<file path="src/rtl/module_name_fold.sv">
// Folds a 32-bit word into a registered 16-bit result.
// Mode 0 gives the ones'-complement sum of the halves; mode 1 gives their XOR.
module module_name_fold #(
  parameter int IN_W  = 32,
  parameter int OUT_W = 16
) (
  input  logic             clk_i,
  input  logic             rstn_i,
  input  logic [IN_W-1:0]  input_example_1_i,
  input  logic             input_example_2_i,
  output logic [OUT_W-1:0] output_example_o
);

  logic [OUT_W-1:0] hi;
  logic [OUT_W-1:0] lo;
  logic [OUT_W:0]   sum;
  logic [OUT_W-1:0] res_d;
  logic [OUT_W-1:0] res_q;

  always_comb begin
    hi    = input_example_1_i[IN_W-1:OUT_W];
    lo    = input_example_1_i[OUT_W-1:0];
    sum   = {1'b0, hi} + {1'b0, lo};
    res_d = '0;
    unique case (input_example_2_i)
      1'b0: begin
        // One end-around carry suffices: hi+lo <= 2^17-2.
        res_d = sum[OUT_W-1:0]
              + {{(OUT_W-1){1'b0}}, sum[OUT_W]};
      end
      1'b1: res_d = hi ^ lo;
      default: res_d = 'x;
    endcase
  end

  always_ff @(posedge clk_i or negedge rstn_i) begin
    if (!rstn_i) res_q <= '0;
    else         res_q <= res_d;
  end

  assign output_example_o = res_q;

endmodule

</file>
<file path="config.mk">
export PLATFORM = sky130hd
export DESIGN_NAME = module_name_fold
export DESIGN_NICKNAME = d
export VERILOG_FILES = /design/src/rtl/module_name_fold.sv
export SDC_FILE = /design/constraint.sdc
export NUM_CORES = 1
export LEC_CHECK = 0
export CORE_UTILIZATION = 44
export CTS_CLUSTER_SIZE = 20
export DETAILED_ROUTE_END_ITERATION = 10
export GPL_TIMING_DRIVEN = 1
export PLACE_DENSITY_LB_ADDON = 0.12
export SLEW_MARGIN = 20
export SYNTH_ARGS = -nofsm -noshare
export SYNTH_HDL_FRONTEND = slang
export SYNTH_SLANG_ARGS = --single-unit
export TNS_END_PERCENT = 5
</file>
<file path="constraint.sdc">
create_clock -name clk_i -period 0.8 [get_ports clk_i]
set_clock_uncertainty 0.2 [all_clocks]
set_input_delay 0.2 -clock clk_i [delete_from_list [all_inputs] [get_ports clk_i]]
set_output_delay 0.2 -clock clk_i [all_outputs]
set_load 0.02 [all_outputs]
</file>
# == Word-level counts from Yosys, hierarchy flattened ==
# Index checks and enable logic that the tools add are counted.
# classes
add_sub_neg,2
muxes,1
bitwise_logic,2
# ops
op,count
16-bit case mux with 2 select lines,1
16-bit by 16-bit adder with 17-bit output,1
16-bit by 1-bit adder with 16-bit output,1
16-bit bitwise XOR,1
1-bit NOT,1
# word_totals
reg_bits,16
input_bits,35
wordCells,6

# == Depth between registers and ports, before layout ==
# Gate-level depths: netlist of run 1.
# depth
depth_word,3
ltp_mapped,18
mapped_depth_nobuf,17

# == Least setup slack after synthesis of run 1 ==
# Ideal clock, no wire load.
# synth_timing
path_type,input -> register
start,input input_example_1_i[0]
end,register res_q[15] (netlist: output_example_o[15])
setup_time_ps,122
arrival_ps,3748
required_time_ps,478
path_slack_ps,-3269
path_stages,18
path_cell_list,ha_1 fa_1 nand3_1 a21oi_1 o2111ai_1 a31oi_1 a31oi_1 o21bai_1 a21o_1 ha_1 and3_1 and3_1 clkbuf_1 and4bb_2 nand3_4 nor3_1 or4b_1 xor2_1
# synth_between
elab_chain_len,3
# synth_lines
item,line_no,text
start: declaration,9,"input logic [IN_W-1:0] input_example_1_i,"
16-bit by 16-bit adder with 17-bit output,23,"sum = {1'b0, hi} + {1'b0, lo};"
16-bit by 1-bit adder with 16-bit output,29,"+ {{(OUT_W-1){1'b0}}, sum[OUT_W]};"
16-bit case mux with 2 select lines,25,unique case (input_example_2_i)
named net res_d[15],17,logic [OUT_W-1:0] res_d;
end signal: assignment,38,else res_q <= res_d;
end: declaration,18,logic [OUT_W-1:0] res_q;
# The timed path passes the listed nets, and every way through them passes these cells.

# == Worst setup path after layout of run 1 ==
# layout_timing
start,input input_example_1_i[16]
end,register res_q[15] (netlist: output_example_o[15])
# Same word-level chain as after synthesis.

==> results.txt, run 1 <==
----------------------------------------------------
[Cells and area]
  Post-route core utilization ... 0.7779
  Diodes inserted ... 0
  Synth-to-layout area growth ... 69.53%
  Flip-flop count of the largest register, all copies and words added ... 16
  Final #Nets ... 380
  Number of fill cells ... 297
  Fraction of layout instances using a drive strength above 1 ... 0.4630

[Yosys]
  Syn avg cell area ... between 8 and 9 um2
  Async SR Flop Fraction ... 1.000
  Primary flip-flop cell chosen by synthesis mapping ... sky130_fd_sc_hd__dfrtp_1
  EDFF count, synth ... 0
  Number of nets in the synthesized netlist ... ~260
  Syn. warnings ... 0
  Number of synthesized register bits ... 16
  Count of different cell masters after synthesis ... 56
  Area of the mapped netlist ... 1836 um2
  Most area-hungry cell type in the Yosys netlist ... sky130_fd_sc_hd__dfrtp_1
  Top area cells in the synthesized netlist ... sky130_fd_sc_hd__dfrtp_1 22%, sky130_fd_sc_hd__ha_1 12%, sky130_fd_sc_hd__xor2_1 8.6%
  Proportion of netlist area held by the largest area contributor ... 0.2181
  Portion of the post-synthesis area used by sequential elements ... 0.2181
  Gate Count Post-Synth ... ~210

[Timing]
  Final setup violating endpoints ... 32
  Final Max Slew Viols ... 0
  Unrepaired setup endpoints after global routing ... yes
  Total Neg Setup Slack ... -41.95 ns
  Worst-Margin Slew ... between 0.4 and 0.5 ns
  Headroom to the max-slew limit ... 0.6787
  Final Hold Violating Endpoints ... 0
  WHS ... 0.08752 ns
  Part of the cycle the worst path needs ... 4.426
  Final period demand of the worst path ... 3.540 ns
  Upper clock frequency limit ... 282.5 MHz
  Final critical-path setup slack ... -2.740 ns

[Setup path]
  Worst setup path category ... in2reg
  Critical Path Max Stage Delay ... 0.49 ns
  Cell seen most often among critical-path stages ... sky130_fd_sc_hd__and3_4
  Worst-path cell with the longest stage delay ... sky130_fd_sc_hd__or4b_4
  Cell breakdown of the critical path ... buf_6 -> ha_4 -> fa_2 -> nand3_4 -> a21oi_4 -> o2111ai_4 -> a31oi_4 -> a31oi_2 -> o21bai_1 -> a21o_1 -> ha_2 -> and3_4 -> and3_4 -> and4bb_2 -> buf_4 -> nand4_1 -> a311oi_1 -> or4b_4 -> xor2_1
  Required time of the critical path ... 0.74 ns
  Critical path capture point type ... register
  Worst Path Max Fanout ... 2
  Critical path launch point type ... input port
  Signal arrival time at the worst endpoint ... 3.48 ns

[Place]
  Half-perimeter wire length after detailed placement ... 4.112 mm
  Number of buffer cells added on primary ports ... 50
  Final Wtd Congestion ... 0.8628

[CTS]
  Clk slew on worst S/H paths ... 0.07 ns
  Number of clock sinks seen by CTS ... 16
  CTS root buf ... sky130_fd_sc_hd__clkbuf_8
  CTS tree ... done
  Number of H-tree branching levels ... 1
  Max clock buf depth ... 2
  Number of buffers created by CTS ... 3

[Die]
  Row count ... 23
  Number of placed I/O pins ... 51
  Initial Utilization ... 0.4589
  Die Y ... 66.59 um
  Std-Cell Core Area ... about 4000 um2
  Overall die width ... 66.59 um
  Total die area ... 4434 um2

[Power and ir drop]
  Logic gate share of total power ... 0.601
  VDD IR max ... 593.0 uV
  Internal power of the cells ... 2.543 mW
  Total net switching power ... 1.519 mW
  Share of power burned in the clock network ... 0.153
  Power share of the sequential group ... 0.247
  Post-layout power ... 4.062 mW
  Power density of the placed cells ... approximately 1300 nW/um2
  Fraction of power spent switching nets ... 0.3739
  P_leak ... 1.408 nW

[Global route]
  First-pass GRT wire length ... 8.700 mm
  Gr ovfl total ... 0
  Aggregate global-route resource usage ... 0.2507
  Antenna violations before repair ... 0
  Via count of the first global-routing pass ... ~1900
  Maximum number of pins on one net before global-route repair ... 17

[Drt]
  Final routed DRC violation total ... 0
  Ratio of routed vias to standard cells ... 5.299
  Total Routed Length ... around 5.2 mm
  Remaining number of nets flagged by the antenna check after routing ... 0
  Total iterations of the first detailed-routing run ... 4
  Number of DRC markers in iteration 0 ... 92
  Mean routed wirelength per cell ... 13.99 um
  Via count of the routed design ... between 1500 and 2000

[Run]
  Max-cap violations ... 0

[Worst hold path]
  Hold Crit Class ... in2async

[Outcome]
  Status ... finished with violations
  Violations in the final reports ... setup timing

----------------------------------------------------
## stage by stage
stage | instances | instance area, um2 | setup slack (ns)
3_5_place_dp | 362 | 2874 | -3.556
5_1_grt | 374 | 3112 | -2.877
2_1_floorplan | 208 | 1883 | -2.997
3_3_place_gp | 362 | 2874 | -3.384
4_1_cts | 373 | 3164 | -2.758
6_report | 374 | 3112 | -2.740
## worst paths after layout
path,startpoint,endpoint,slack (ns),cells past startpoint
min,rstn_i,output_example_o[2]$_DFF_PN0_,0.09,2
max,input_example_1_i[16],output_example_o[15]$_DFF_PN0_,-2.74,19
max in group asynchronous,rstn_i,output_example_o[9]$_DFF_PN0_,0.19,2
min in group clk_i,input_example_1_i[0],output_example_o[0]$_DFF_PN0_,0.13,3
## kinds of logic after synthesis
group                      share of synthesized area
DFF                                           0.2181
xor gates and xnor gates                      0.1575
AOI/OAI and AO/OA                             0.2168
and+or+nand+nor                               0.2161
buffers and inverters                        0.04567
muxes                                        0.01227
adders and majority gates                     0.1336
## cells in the mapped netlist (3+ instances only)
cell type                  instances
sky130_fd_sc_hd__a21o_1            5
sky130_fd_sc_hd__a21oi_1          18
sky130_fd_sc_hd__and2_1            4
sky130_fd_sc_hd__and3_1            5
sky130_fd_sc_hd__buf_2             3
sky130_fd_sc_hd__clkbuf_1          5
sky130_fd_sc_hd__dfrtp_1          16
sky130_fd_sc_hd__ha_1             18
sky130_fd_sc_hd__inv_1             5
sky130_fd_sc_hd__nand2_1           8
sky130_fd_sc_hd__nand3_1           7
sky130_fd_sc_hd__nand4_1           5
sky130_fd_sc_hd__nor2_1           18
sky130_fd_sc_hd__nor3_1            5
sky130_fd_sc_hd__xnor2_1          15
sky130_fd_sc_hd__xor2_1           18
## cell usage in the layout, fill, tap and decap left out, drive strengths merged, types with 3 or more instances in the layout
master / n
nand2: 8
xor2: 18
o21bai: 3
nor2: 18
clkdlybuf4s50: 12
xnor2: 15
clkdlybuf4s15: 3
a21o: 5
o21ai: 4
nor3: 5
nand3: 8
clkbuf: 3
buf: 104
and2: 4
nand4: 5
dlygate4sd2: 6
dfrtp: 16
a21oi: 18
and3: 5
inv: 6
ha: 18
## power groups by stage
stage	Combinational, mW	Sequential, mW	Clock (mW)
finish	2.44	1.00	0.621
global route	2.65	1.01	0.653
CTS	2.55	1.01	0.626
detailed placement	2.36	1.02	0
global placement	2.33	1.01	0
floorplan	1.06	1.22	0
## routing by layer
layer  vias to the layer above  global-route usage  wire length, um
met5                         -                   0                0
met4                         0             0.03191               29
met3                         6             0.01712              190
met2                        51              0.4634             2718
met1                       935              0.3213             2294
li1                        990                   -                -
## cell type report
type / count / area, um2 / area share
clock buffer: 3 / 41.29 / 0.01327
inverter: 6 / 22.52 / 0.007238
multi-input combinational: 174 / 1582 / 0.5082
sequential: 16 / 400.4 / 0.1287
tap: 50 / 62.56 / 0.02010
timing repair buffer: 125 / 1003 / 0.3225
## worst max-delay path, delay by kind of cell
family	cells	cell delay (ns)
compound gates	7	0.94
xor+xnor	1	0.15
fa+ha+maj	3	0.71
buf+inv	2	0.24
simple gates	6	1.24
## what timing repair did
item                                    CTS  global route
hold buffers                              0             0
resized for setup                       103            53
cloned                                    0             0
setup buffers                             9             1
pin swaps                                26            11
endpoints found under the setup margin   32            32
No activity file was read; power rests on OpenSTA's default activity.
==> run 2: changes to the inputs <==
--- a/config.mk
+++ b/config.mk
@@ -5,10 +5,12 @@
 export SDC_FILE = /design/constraint.sdc
 export NUM_CORES = 1
 export LEC_CHECK = 0
+export CAP_MARGIN = 20
 export CORE_UTILIZATION = 44
 export CTS_CLUSTER_SIZE = 20
 export DETAILED_ROUTE_END_ITERATION = 10
 export GPL_TIMING_DRIVEN = 1
+export MAX_ROUTING_LAYER = met4
 export PLACE_DENSITY_LB_ADDON = 0.12
 export SLEW_MARGIN = 20
 export SYNTH_ARGS = -nofsm -noshare
==> run 2 against run 1 <==
The flow still finishes with violations (setup timing). Power up 6.6%. Worst hold slack worse by 0.0068 ns. Highest routed layer unchanged. Flip-flop and latch count unchanged. Sequential share of layout area down 0.32 points. Critical endpoint unchanged. Worst setup slack worse by 0.12 ns. Largest cell class unchanged. Final area up 2.5%. Combinational power up 5%. Final cell count up 1.1%. Die area unchanged. Wire length up 11%.
==> results.txt, run 2 (synthesis results as in run 1) <==
----------------------------------------------------
[Setup path]
  Critical path capture point type ... register
  Required time of the critical path ... 0.74 ns (about the same)
  Critical path launch point type ... input port
  Worst setup path category ... in2reg
  Worst Path Max Fanout ... 4 (+2)
  Cell breakdown of the critical path ... buf_6 -> ha_4 -> nand4_1 -> a21oi_4 -> o2111ai_4 -> a31oi_4 -> a31oi_4 -> o21bai_1 -> a21o_1 -> ha_4 -> and3_4 -> and3_4 -> and4bb_2 -> nand3_4 -> o211a_1 -> or4b_1 -> xor2_1
  Critical Path Max Stage Delay ... 0.51 ns (+0.02 ns)
  Worst-path cell with the longest stage delay ... sky130_fd_sc_hd__or4b_1
  Signal arrival time at the worst endpoint ... 3.60 ns (+0.12 ns)

[Place]
  Number of buffer cells added on primary ports ... 50 (unchanged)
  Half-perimeter wire length after detailed placement ... 4.157 mm (+1.1%)
  Instance area at placement ... 2874 um2 (unchanged)
  Final Wtd Congestion ... 0.8812 (+2.1%)

[Drt]
  Final routed DRC violation total ... 0 (unchanged)
  Mean routed wirelength per cell ... 15.41 um (+10%)
  Number of DRC markers in iteration 0 ... 115 (+25%)
  Remaining number of nets flagged by the antenna check after routing ... 0 (unchanged)
  Total Routed Length ... 5.825 mm (+11%)
  Total iterations of the first detailed-routing run ... 4 (unchanged)
  Ratio of routed vias to standard cells ... 5.325 (+0.49%)
  Via count of the routed design ... 2013 (+1.6%)

[Power and ir drop]
  VDD IR max ... 597.1 uV (+0.70%)
  P_leak ... 1.442 nW (+2.4%)
  Power density of the placed cells ... 1357 nW/um2 (+4.0%)
  Post-layout power ... 4.331 mW (+6.6%)

[Timing]
  Part of the cycle the worst path needs ... 4.570 (+0.1444)
  Upper clock frequency limit ... 273.5 MHz (-3.2%)
  Final Hold Violating Endpoints ... 0 (unchanged)
  Final period demand of the worst path ... 3.656 ns (+0.1155 ns)
  Unrepaired setup endpoints after global routing ... yes
  Worst-Margin Slew ... 0.4932 ns (+0.01548 ns)
  Final setup violating endpoints ... 32 (unchanged)
  Final critical-path setup slack ... -2.856 ns (-0.1155 ns)
  Final Max Slew Viols ... 0 (unchanged)
  Headroom to the max-slew limit ... 0.6682 (-0.01041)

[Global route]
  Aggregate global-route resource usage ... 0.2762 (+0.02545)
  First-pass GRT wire length ... 9.156 mm (+5.2%)
  Maximum number of pins on one net before global-route repair ... 17 (unchanged)
  Gr ovfl total ... 0 (unchanged)
  Antenna violations before repair ... 0 (unchanged)
  Via count of the first global-routing pass ... 2003 (+3.0%)

[Outcome]
  Violations in the final reports ... setup timing
  Status ... finished with violations

[Cells and area]
  Final #Nets ... 383 (+0.79%)
  Diodes inserted ... 0 (unchanged)
  Commonest non-fill, non-tap cells in the layout ... 75 x sky130_fd_sc_hd__buf_4, 19 x sky130_fd_sc_hd__buf_2, 18 x sky130_fd_sc_hd__nor2_1, 18 x sky130_fd_sc_hd__xor2_1, 16 x sky130_fd_sc_hd__dfrtp_1
  Flip-flop count of the largest register, all copies and words added ... 16 (unchanged)
  Fraction of layout instances using a drive strength above 1 ... 0.4665 (+0.003500)
  Most common cell after layout, fill and taps aside ... sky130_fd_sc_hd__buf_4
  Finished layout cell area ... 3191 um2 (+2.5%)
  Synth-to-layout area growth ... 73.82%

[CTS]
  CTS root buf ... sky130_fd_sc_hd__clkbuf_8
  Quantity of hold-fixing buffers added after cts ... 0 (unchanged)
  Number of H-tree branching levels ... 1 (unchanged)
  Number of clock sinks seen by CTS ... 16 (unchanged)
  Clk slew on worst S/H paths ... 0.07 ns (about the same)
  Number of buffers created by CTS ... 3 (unchanged)
  Max clock buf depth ... 2 (unchanged)
  CTS tree ... done

[Die]
  Die Y ... 66.59 um (unchanged)
  Row count ... 23 (unchanged)
  Std-Cell Core Area ... 4000 um2 (unchanged)
  Number of placed I/O pins ... 51 (unchanged)
  Initial Utilization ... 0.4589 (unchanged)
  Total die area ... 4434 um2 (unchanged)
  Overall die width ... 66.59 um (unchanged)

[Worst hold path]
  Hold Crit Class ... in2async

[Run]
  Max-cap violations ... 0 (unchanged)

----------------------------------------------------
[run 2: layout make-up]
type,instances,area [um2]
inverters,6,22.52
repair buffers,128,1020
well taps,50,62.56
fillers,270,809.5
multi-input cells,174,1630
clock buffers,4,55.05
flip-flops and latches,16,400.4
[run 2: worst max path at each step]
stage | startpoint | to | slack [ns] | depth (start not counted)
after CTS | input_example_1_i[7] | output_example_o[15]$_DFF_PN0_ | -2.72 | 17
final | input_example_1_i[23] | output_example_o[15]$_DFF_PN0_ | -2.86 | 17
after global routing | input_example_1_i[23] | output_example_o[15]$_DFF_PN0_ | -2.96 | 17
after global placement | input_example_1_i[0] | output_example_o[15]$_DFF_PN0_ | -3.39 | 18
after floorplan | input_example_1_i[0] | output_example_o[15]$_DFF_PN0_ | -3.00 | 18
after detailed placement | input_example_1_i[0] | output_example_o[15]$_DFF_PN0_ | -3.57 | 18
[run 2: repair_timing]
| item | in CTS | in global routing |
|---|---|---|
| pin swaps | 26 | 14 |
| setup endpoints to repair | 32 | 32 |
| setup buffers | 7 | 5 |
| resized for setup | 164 | 9 |
| hold endpoints to repair | 0 | 0 |
[run 2: power breakdown]
group,internal (mW),total [mW],switching (mW)
registers,0.961,1.00,0.0411
logic,1.30,2.57,1.27
clock network,0.438,0.759,0.321
total,2.70,4.33,1.63
[run 2: metal layers]
metal | GRT usage | part of all wire | up-vias
li1 | - | - | 1000
met1 | 0.3162 | 0.42 | 954
met2 | 0.5126 | 0.53 | 49
met3 | 0.02568 | 0.034 | 10
met4 | 0.06383 | 0.014 | 0
met5 | - | 0 | -
[run 2: critical path, delay by kind of cell]
family                   cells  cell delay, ns
AND/OR/NAND/NOR              6            1.41
XOR/XNOR                     1            0.17
AO/OA/AOI/OAI                7            1.29
adder cells (fa/ha/maj)      2            0.43
buffers and inverters        1            0.09
[run 2: stage by stage]
stage	setup WS (ns)	utilization	hold slack [ns]	TNS, ns	cells
final	-2.856	0.7976	0.08075	-43.41	378
after floorplan	-2.997	-	-0.2956	-37.32	208
after detailed placement	-3.567	0.7185	0.3571	-57.59	362
after global placement	-3.390	0.7185	0.3572	-55.27	362
after CTS	-2.723	0.7767	0.09014	-41.49	373
after global routing	-2.957	0.7976	0.08880	-45.59	378
==> run 3: changes to the inputs <==
--- a/config.mk
+++ b/config.mk
@@ -6,7 +6,9 @@
 export NUM_CORES = 1
 export LEC_CHECK = 0
 export CAP_MARGIN = 20
-export CORE_UTILIZATION = 44
+export CELL_PAD_IN_SITES_DETAIL_PLACEMENT = 1
+export CELL_PAD_IN_SITES_GLOBAL_PLACEMENT = 1
+export CORE_UTILIZATION = 32
 export CTS_CLUSTER_SIZE = 20
 export DETAILED_ROUTE_END_ITERATION = 10
 export GPL_TIMING_DRIVEN = 1
==> run 3 against run 2 <==
The flow still finishes with violations (setup timing). Wire length rose by 6.5%. Clock power fell by 12%. Combinational power rose by 2%. Die area rose by 36%. Highest routed layer unchanged. Clock-buffer cell count did not move. Sequential power barely moved. Utilization fell by 21 points. Flip-flop and latch count did not move. Worst hold slack improved by 0.024 ns. Worst setup slack improved by 0.085 ns. Sequential share of layout area fell by 0.22 points. Maximum frequency rose by 2.4%.
==> results.txt, run 3 (synthesis results as in run 1) <==
----------------------------------------------------
[CTS]
  Number of H-tree branching levels ... 1 (unchanged)
  CTS tree ... done
  Quantity of hold-fixing buffers added after cts ... 0 (unchanged)
  Number of buffers created by CTS ... 3 (unchanged)
  CTS root buf ... sky130_fd_sc_hd__clkbuf_8
  Max clock buf depth ... 2 (unchanged)
  Clk slew on worst S/H paths ... 0.06 ns (about the same)
  Number of clock sinks seen by CTS ... 16 (unchanged)

[Die]
  Std-Cell Core Area ... 5507 um2 (+38%)
  Die Y ... 77.74 um (+17%)
  Number of placed I/O pins ... 51 (unchanged)
  Row count ... 27 (+17%)
  Initial Utilization ... 0.3333 (-0.1255)
  Overall die width ... 77.74 um (+17%)
  Total die area ... 6043 um2 (+36%)

[Outcome]
  Status ... finished with violations
  Violations in the final reports ... setup timing

[Timing]
  WHS ... 0.1048 ns (+0.02403 ns)
  Headroom to the max-slew limit ... 0.6178 (-0.05048)
  Final Hold Violating Endpoints ... 0 (unchanged)
  Final period demand of the worst path ... 3.571 ns (-0.08480 ns)
  Worst-Margin Slew ... 0.5682 ns (+0.07504 ns)
  Final Max Slew Viols ... 0 (unchanged)
  Final critical-path setup slack ... -2.771 ns (+0.08480 ns)
  Final setup violating endpoints ... 32 (unchanged)
  Part of the cycle the worst path needs ... 4.464 (-0.1060)
  Unrepaired setup endpoints after global routing ... yes
  Upper clock frequency limit ... 280.0 MHz (+2.4%)

[Global route]
  Gr ovfl total ... 0 (unchanged)
  First-pass GRT wire length ... 10.53 mm (+15%)
  Via count of the first global-routing pass ... 2204 (+10%)
  Aggregate global-route resource usage ... 0.2254 (-0.05078)
  Maximum number of pins on one net before global-route repair ... 17 (unchanged)
  Antenna violations before repair ... 0 (unchanged)

[Cells and area]
  Fraction of layout instances using a drive strength above 1 ... 0.4775 (+0.01101)
  Number of fill cells ... 647 (+140%)
  Commonest non-fill, non-tap cells in the layout ... 81 x sky130_fd_sc_hd__buf_4, 18 x sky130_fd_sc_hd__nor2_1, 18 x sky130_fd_sc_hd__buf_2, 17 x sky130_fd_sc_hd__xor2_1, 16 x sky130_fd_sc_hd__dfrtp_1
  Final #Nets ... 388 (+1.3%)
  Most common cell after layout, fill and taps aside ... sky130_fd_sc_hd__buf_4
  Diodes inserted ... 0 (unchanged)
  Flip-flop count of the largest register, all copies and words added ... 16 (unchanged)
  Combined area of the multi-input logic cells ... 1620 um2 (-0.61%)
  Synth-to-layout area growth ... 76.96%
  Seq. cell area ... 400.4 um2 (unchanged)

[Drt]
  Total iterations of the first detailed-routing run ... 4 (unchanged)
  Number of DRC markers in iteration 0 ... 89 (-23%)
  Ratio of routed vias to standard cells ... 4.973 (-6.6%)
  Final routed DRC violation total ... 0 (unchanged)
  Mean routed wirelength per cell ... 15.32 um (-0.56%)
  Total Routed Length ... 6.206 mm (+6.5%)
  Via count of the routed design ... 2014 (+0.050%)
  Remaining number of nets flagged by the antenna check after routing ... 0 (unchanged)

[Setup path]
  Critical Path Max Stage Delay ... 0.50 ns (about the same)
  Worst setup path category ... in2reg
  Worst Path Max Fanout ... 3 (-1)
  Cell breakdown of the critical path ... clkdlybuf4s15_1 -> ha_4 -> nand3_4 -> a21oi_4 -> o2111ai_4 -> a31oi_4 -> a31oi_4 -> o21bai_1 -> a21o_1 -> ha_2 -> and3_4 -> and3_4 -> and4bb_2 -> nand3_4 -> o211a_1 -> or4b_4 -> xor2_2
  Critical path launch point type ... input port
  Signal arrival time at the worst endpoint ... 3.50 ns (-0.10 ns)
  Critical path capture point type ... register
  Worst-path cell with the longest stage delay ... sky130_fd_sc_hd__or4b_4
  Required time of the critical path ... 0.73 ns (about the same)

[Place]
  Final Wtd Congestion ... 0.8228 (-6.6%)
  Half-perimeter wire length after detailed placement ... 4.873 mm (+17%)
  Setup slack at placement ... -3.588 ns (-0.02136 ns)
  Number of buffer cells added on primary ports ... 50 (unchanged)

[Run]
  Max-cap violations ... 0 (unchanged)

[Power and ir drop]
  P_leak ... 1.460 nW (+1.3%)
  Power density of the placed cells ... 1322 nW/um2 (-2.6%)
  VDD IR max ... 1049 uV (+76%)

[Worst hold path]
  Hold Crit Class ... in2async

----------------------------------------------------
[run 3: cell types whose count changed in the layout (fill, tap and decap cells not counted), sizes merged]
cell	before	now
buf	107	111
clkdlybuf4s15	3	4
clkdlybuf4s50	13	14
dlygate4sd2	5	4
[run 3: critical path, delay by kind of cell]
family	cells	cell delay, ns
fa+ha+maj	2	0.47
simple gates	6	1.30
xor+xnor	1	0.19
buf+inv	1	0.20
compound gates	7	1.14
[run 3: where the power goes]
| group | leakage (nW) | switching, mW | internal (mW) |
|---|---|---|---|
| logic | 1.25 | 1.29 | 1.33 |
| registers | 0.186 | 0.0353 | 0.963 |
| clock network | 0.0288 | 0.235 | 0.435 |
| total | 1.46 | 1.56 | 2.73 |
[run 3: path summary, 6_finish.rpt]
kind                       cells past startpoint  slack (ns)             startpoint                             end
hold / removal                                 2        0.10                 rstn_i  output_example_o[15]$_DFF_PN0_
max in group asynchronous                      2        0.18                 rstn_i  output_example_o[11]$_DFF_PN0_
min in group clk_i                             3        0.14  input_example_1_i[16]   output_example_o[0]$_DFF_PN0_
setup / recovery                              17       -2.77   input_example_1_i[2]  output_example_o[15]$_DFF_PN0_
[run 3: repair_timing]
item | in CTS | in global routing
setup endpoints to repair | 32 | 32
gates resized for setup | 166 | 5
buffers inserted | 12 | 0
pin swaps | 34 | 4
[run 3: final cells by class]
| cell class | count | share of cell area |
|---|---|---|
| Clock buffer | 4 | 0.01695 |
| Inverter | 6 | 0.006934 |
| Multi-Input combinational cell | 174 | 0.4988 |
| Sequential cell | 16 | 0.1233 |
| Tap cell | 72 | 0.02773 |
| Timing Repair Buffer | 133 | 0.3263 |
[run 3: routing by layer]
metal  share of wire  global-route usage  up-vias
li1                -                   -     1006
met1            0.43              0.2619      970
met2            0.54              0.4230       34
met3           0.027             0.01765        4
met4          0.0044             0.04151        0
met5               0                   -        -
[run 3: through the flow]
step           utilization  TNS [ns]  area (um2)  total power [mW]  instances
6_report            0.5899    -43.10        3248             4.294        405
5_1_grt             0.5899    -45.79        3248             4.583        405
4_1_cts             0.5865    -43.10        3229             4.279        405
3_5_place_dp        0.5337    -58.73        2939             3.472        389
3_3_place_gp        0.5337    -55.95        2939             3.418        389
2_1_floorplan            -    -37.32        1883             2.284        208
